**config.mk**
```make
export PLATFORM = sky130hd
export DESIGN_NAME = addsub_acc_pipe
export DESIGN_NICKNAME = d
export VERILOG_FILES = /design/src/rtl/addsub_pkg.sv /design/src/rtl/addsub_delay_line.sv /design/src/rtl/addsub_acc_pipe.sv
export SDC_FILE = /design/constraint.sdc
export NUM_CORES = 1
export LEC_CHECK = 0
export ABC_CLOCK_PERIOD_IN_PS = 3450
export BUFFER_PORTS_ARGS = -buffer_cell sky130_fd_sc_hd__buf_2
export CORE_ASPECT_RATIO = 1.1
export CORE_MARGIN = 4
export CORE_UTILIZATION = 40
export CTS_CLUSTER_DIAMETER = 200
export DETAILED_ROUTE_END_ITERATION = 7
export SLEW_MARGIN = 20
export SYNTH_ARGS = -nofsm -noshare
export SYNTH_HDL_FRONTEND = slang
export SYNTH_SLANG_ARGS = --single-unit
```
**constraint.sdc**
```tcl
create_clock -name clk -period 3.45 [get_ports clk]
set_clock_uncertainty 0.1 [all_clocks]
set_input_delay 0.5175 -clock clk [delete_from_list [all_inputs] [get_ports clk]]
set_output_delay 0.5175 -clock clk [all_outputs]
set_load 0.01 [all_outputs]
```
**src/rtl/addsub_pkg.sv**
```systemverilog
// rtl/addsub_pkg.sv - mode encoding and add/subtract select constants for addsub_acc_pipe
package addsub_pkg;

    localparam logic [1:0] MODE_DUAL    = 2'b00;
    localparam logic [1:0] MODE_ACC     = 2'b01;
    localparam logic [1:0] MODE_LOAD    = 2'b10;
    localparam logic [1:0] MODE_RESTART = 2'b11;

    localparam logic OP_ADD = 1'b0;
    localparam logic OP_SUB = 1'b1;

endpackage

```
**src/rtl/addsub_delay_line.sv**
```systemverilog
// rtl/addsub_delay_line.sv - valid-qualified delay line; data advances only with its valid bit
module addsub_delay_line #(
    parameter int WIDTH = 50,
    parameter int DEPTH = 1
) (
    input  logic             clk,
    input  logic             rst_n,
    input  logic             in_valid,
    input  logic [WIDTH-1:0] in_data,
    output logic             out_valid,
    output logic [WIDTH-1:0] out_data
);

    if (DEPTH == 0) begin : g_pass
        assign out_valid = in_valid;
        assign out_data  = in_data;
    end else begin : g_regs
        logic [DEPTH-1:0]            valid_q;
        logic [DEPTH-1:0][WIDTH-1:0] data_q;

        // Valid shifts every cycle; data moves only behind a valid bit so the tail holds the last result
        always_ff @(posedge clk or negedge rst_n) begin
            if (!rst_n) begin
                valid_q <= '0;
                data_q  <= '0;
            end else begin
                valid_q[0] <= in_valid;
                if (in_valid) begin
                    data_q[0] <= in_data;
                end
                for (int i = 1; i < DEPTH; i++) begin
                    valid_q[i] <= valid_q[i-1];
                    if (valid_q[i-1]) begin
                        data_q[i] <= data_q[i-1];
                    end
                end
            end
        end

        assign out_valid = valid_q[DEPTH-1];
        assign out_data  = data_q[DEPTH-1];
    end

endmodule

```
**src/rtl/addsub_acc_pipe.sv**
```systemverilog
// rtl/addsub_acc_pipe.sv - pipelined add/subtract with accumulator; ADDSUB_SAT_EN enables saturation
module addsub_acc_pipe
    import addsub_pkg::*;
#(
    parameter int WIDTH       = 48,
    parameter int PIPE_STAGES = 2
) (
    input  logic             clk,
    input  logic             rst_n,
    input  logic             in_valid,
    input  logic [WIDTH-1:0] a_in,
    input  logic [WIDTH-1:0] c_in,
    input  logic             add_sub,
    input  logic [1:0]       mode,
    output logic             out_valid,
    output logic [WIDTH-1:0] addsub_out,
    output logic             carry_out,
    output logic             overflow
);

    localparam int MSB = WIDTH - 1;

`ifdef ADDSUB_SAT_EN
    localparam logic [WIDTH-1:0] SAT_MAX = {1'b0, {(WIDTH-1){1'b1}}};
    localparam logic [WIDTH-1:0] SAT_MIN = {1'b1, {(WIDTH-1){1'b0}}};
`endif

    logic [WIDTH-1:0] acc;
    logic [WIDTH-1:0] base;
    logic [WIDTH:0]   sum_ext;
    logic [WIDTH:0]   diff_ext;
    logic [WIDTH-1:0] raw;
    logic [WIDTH-1:0] result;
    logic             carry;
    logic             ovf;

    logic             s1_valid;
    logic [WIDTH+1:0] s1_data;
    logic [WIDTH+1:0] tail_data;

    // Pick the minuend/augend, form the result and its flags from current inputs and current ACC
    always_comb begin
        base   = c_in;
        raw    = '0;
        result = '0;
        carry  = 1'b0;
        ovf    = 1'b0;
        unique case (mode)
            MODE_ACC:     base = acc;
            MODE_RESTART: base = '0;
            default:      base = c_in;
        endcase
        sum_ext  = {1'b0, base} + {1'b0, a_in};
        diff_ext = {1'b0, base} - {1'b0, a_in};
        unique case (add_sub)
            OP_ADD: begin
                raw   = sum_ext[WIDTH-1:0];
                carry = sum_ext[WIDTH];
                ovf   = (base[MSB] == a_in[MSB]) && (raw[MSB] != base[MSB]);
            end
            OP_SUB: begin
                raw   = diff_ext[WIDTH-1:0];
                carry = diff_ext[WIDTH];
                ovf   = (base[MSB] != a_in[MSB]) && (raw[MSB] != base[MSB]);
            end
            default: begin
                raw = sum_ext[WIDTH-1:0];
            end
        endcase
        result = raw;
`ifdef ADDSUB_SAT_EN
        // On overflow the true result carries the sign of the base operand
        if (ovf) begin
            result = base[MSB] ? SAT_MIN : SAT_MAX;
        end
`endif
        if (mode == MODE_LOAD) begin
            result = c_in;
            carry  = 1'b0;
            ovf    = 1'b0;
        end
    end

    // Stage 1 capture and accumulator write share the accepting edge so ACC ops chain back-to-back
    always_ff @(posedge clk or negedge rst_n) begin
        if (!rst_n) begin
            acc      <= '0;
            s1_valid <= 1'b0;
            s1_data  <= '0;
        end else begin
            s1_valid <= in_valid;
            if (in_valid) begin
                s1_data <= {ovf, carry, result};
                if (mode != MODE_DUAL) begin
                    acc <= result;
                end
            end
        end
    end

    addsub_delay_line #(
        .WIDTH (WIDTH + 2),
        .DEPTH (PIPE_STAGES - 1)
    ) u_delay (
        .clk       (clk),
        .rst_n     (rst_n),
        .in_valid  (s1_valid),
        .in_data   (s1_data),
        .out_valid (out_valid),
        .out_data  (tail_data)
    );

    assign addsub_out = tail_data[WIDTH-1:0];
    assign carry_out  = tail_data[WIDTH];
    assign overflow   = tail_data[WIDTH+1];

endmodule
```
==> impl_summary.txt <==
----------------------------------------------------
[Place]
  Port buffer count ... 152
  DP Wirelength ... roughly 42 mm
  Cell total after placement ... between 2000 and 3000
  Gpl congestion ... a little under 1
  Setup slack at placement ... -0.957 ns
  Total placed instance area ... around 18000 sq um

[Cells and area]
  Layout cell share with drive strength beyond 1 ... 0.424
  Count of inserted antenna diode cells ... 0
  Final layout net count ... roughly 2400
  Layout filler cell count ... ~2900
  Synthesis-to-layout area growth ... 51.8%
  FF+latch area ... about 3800 sq um
  Area of the multi-input gates ... between 9000 and 10000 sq um
  Final instance area ... around 20000 sq um
  Number of cells in the finished layout apart from fillers ... about 2600

[Setup path]
  Register-to-register setup slack ... -0.01 ns
  Destination of the worst register-to-register timing path ... acc[44]$_DFFE_PN0P_
  CP Data Required Time ... 3.63 ns
  CP Launch Type ... primary input
  Cells along the critical path ... buf_16 -> buf_12 -> nand3b_1 -> o21ai_4 -> ha_4 -> nor2b_4 -> o31a_1 -> o41a_1 -> o41a_1 -> a21oi_2 -> nor2_1 -> o31ai_1 -> o21ai_1 -> xnor2_2 -> buf_4 -> o221ai_2
  Data arrival time of the critical path ... around 3.7 ns
  Top delay family on crit path ... compound AO/OA/AOI/OAI gates
  Critical register-to-register path startpoint ... acc[2]$_DFFE_PN0P_
  Cell occurring most often along the worst timing path ... o41a_1
  Crit path largest cell delay ... about 0.44 ns
  Buffering stage count on the worst path with inverters included ... 3
  Kind of critical path ... in2reg
  Biggest fanout along the worst timing path ... 7
  Number of cell instances on the worst register-to-register path ... 15
  Slowest cell on crit path ... o41a_1
  Nature of the critical path endpoint ... register

[Power]
  Power density normalized to cell area ... between 400 and 500 nW/um^2
  Worst supply voltage drop on vdd ... around 330 uV
  Leakage power of the design ... 9.45 nW

[Synthesis]
  Number of warning messages in the yosys log ... 0
  Gate Count Post-Synth ... 1666
  Leading area contributor after synthesis ... dfrtp_1
  Share of the yosys chip area belonging to registers ... 0.285
  Post-synthesis instance area ... ~13000 sq um
  Post-synthesis adder-cell area fraction ... 0.0943
  Number of synthesized flops with an enable pin ... 0
  Post-synthesis share of cell area spent on and, or, nand and nor gates ... 0.196
  Flip-flop and latch count after synthesis ... 150
  Main combinational cell family by area after synthesis ... compound AO/OA/AOI/OAI gates
  Portion of netlist area occupied by mux cells ... 0.0724
  Synth Area in Compound Gates ... 0.252
  Post-synthesis share of cell area spent on xor and xnor gates ... 0.0226
  Post-Synthesis Net Count ... around 1900
  Mapped Avg Cell Area ... approximately 8 sq um
  Count of different cell masters after synthesis ... 87
  Synth top area cells ... dfrtp_1, ha_1, o21ai_0
  Ys flop type ... dfrtp_1
  Proportion of netlist area held by the largest area contributor ... 0.285
  Fraction of registers with async set or reset after synthesis ... 1.00

[Routing]
  Final wirelength ... about 54 mm
  First drt pass iteration count ... 5
  Routed length per instance ... about 20 um
  Via-to-Cell Ratio ... between 5 and 6
  Starting DRC count in detailed routing ... 949
  Remaining routing DRC violations ... 0
  Remaining antenna violation count ... 0
  Number of vias after detailed routing ... 14891

[Clocking]
  Clock slew at reported path FFs ... 0.07 ns
  CTS Sinks ... 150
  Insertion delay to the later sink of the worst-skew pair ... roughly 0.42 ns
  Buffers from clock root to sink, at most ... 2
  Maximum level of the CTS H-tree ... 4
  Clock tree root buffer cell ... clkbuf_16
  Clock tree from TritonCTS ... built
  CTS Buf Count ... 17

[Timing]
  Hold Slack ... -0.0183 ns
  Fin worst setup slack ... -0.0339 ns
  Period utilization ... 1.01
  Worst Tran Pin Value ... about 0.7 ns
  Finish-stage setup viols ... 13
  Unrepaired setup endpoints after global routing ... yes
  Final hold violation count ... 4
  Worst max-slew margin expressed relative to the limit ... 0.525
  Clock period minus worst slack ... approximately 3.5 ns
  Max-slew violation count ... 0
  Total negative setup slack ... -0.196 ns
  Highest Clock Rate ... 287 MHz

[Floorplanning]
  Die Ht ... just under 200 um
  Area enclosed by the die boundary ... between 30000 and 40000 sq um
  Row Count ... approximately 70
  Horizontal die dimension ... 181 um
  Effective utilization at floorplan ... 0.406
  Ports ... ~150
  Area of the core region ... 32400 sq um

[Global routing]
  Number of antenna violations at the first check in global routing ... 0
  Via count of the first global-routing pass ... 14866
  All-Layer GR Usage ... 0.287
  Largest net degree at the start of global routing ... just under 70
  Global route overflow ... 0
  Wire length of the first global-routing pass ... 81.6 mm

[Status]
  Result of the run ... complete, but fails checks
  Violated checks ... hold timing, setup timing

[Min path]
  Worst hold-check path type ... in2async

[Flow run]
  Max-Cap Viols ... 0

----------------------------------------------------
==> cells in the final DEF (no fill, tap or decap), types with 54 or more instances in the layout <==
cell type	instances
a21oi_1	118
o21ai_0	92
mux2_2	63
inv_1	153
dfrtp_1	149
nand2_1	129
buf_2	149
buf_4	449
nor2_1	102
nand3_1	54
ha_1	64
==> cell type report <==
cell class,count,share of cell area
multi-input cells,1253,0.492
inverters,156,0.0293
flip-flops and latches,150,0.188
repair buffers,630,0.231
well taps,426,0.0267
clock inverters,14,0.0106
clock buffers,18,0.0220
==> sequential cells by signal, summed over array words and instances (netlist names) <==
signal	flops
acc	48
s1_data	50
s1_valid	1
u_delay.out_data	50
u_delay.out_valid	1
==> cells in the mapped netlist (4+ instances only) <==
cell / n
a211o_1: 8
a211oi_1: 15
a21o_1: 30
a21oi_1: 145
a221oi_1: 4
a31oi_1: 12
and2_1: 8
and3_1: 6
and4_1: 4
buf_1: 8
buf_2: 21
clkbuf_1: 76
dfrtp_1: 150
ha_1: 96
inv_1: 155
mux2_2: 65
mux2i_1: 22
nand2_1: 130
nand2b_1: 16
nand3_1: 58
nand3b_1: 48
nand4_1: 17
nor2_1: 110
nor2b_1: 18
nor3_1: 48
nor4_1: 16
o2111ai_1: 7
o211ai_1: 21
o21a_1: 12
o21ai_0: 148
o21ai_1: 7
o21bai_1: 20
o221ai_1: 9
o22ai_1: 5
o311ai_0: 4
o31a_1: 5
o31ai_1: 15
o41ai_1: 5
or2_2: 7
or3_1: 15
xnor2_1: 31
==> worst max path at each step <==
stage,startpoint,end,depth (start not counted)
floorplan,mode[0],s1_data[45]$_DFFE_PN0P_,16
global placement,mode[1],s1_data[43]$_DFFE_PN0P_,15
detailed placement,mode[1],acc[36]$_DFFE_PN0P_,15
CTS,acc[0]$_DFFE_PN0P_,acc[38]$_DFFE_PN0P_,17
global route,acc[15]$_DFFE_PN0P_,acc[40]$_DFFE_PN0P_,15
finish,mode[0],s1_data[21]$_DFFE_PN0P_,16
==> logic make-up (layout without fill, tap and decap cells) <==
group | Yosys count | after routing
DFF | 150 | 150
buffers and inverters | 263 | 818
AOI/OAI and AO/OA | 521 | 521
muxes | 87 | 87
and+or+nand+nor | 513 | 513
xor gates and xnor gates | 34 | 34
adders and majority gates | 98 | 98
==> power breakdown <==
part / internal (W) / switching, W
clock: 0.00126 / 0.000828
combinational: 0.00213 / 0.00227
sequential: 0.00220 / 0.000278
==> routing by layer <==
| metal | routed length [um] | vias up | track usage |
|---|---|---|---|
| met5 | 0 | - | 0 |
| met4 | 3880 | 0 | 0.166 |
| met3 | 2440 | 155 | 0.0307 |
| met2 | 27200 | 518 | 0.521 |
| met1 | 20800 | 7173 | 0.328 |
| li1 | - | 7045 | - |
==> repair_timing <==
item                                    4_1_cts  5_1_grt
gates cloned                                  2        0
pin swaps                                    39       70
hold buffers                                  0        0
buffers inserted                             12       18
resized for setup                           132      179
endpoints found under the setup margin       62       64
==> metrics by stage <==
step / total power (W) / util
floorplan: 0.00440 / -
global placement: 0.00625 / 0.543
detailed placement: 0.00632 / 0.543
CTS: 0.00862 / 0.585
global route: 0.00944 / 0.617
finish: 0.00896 / 0.617
Note: power is estimated with default switching activity, not from simulation.
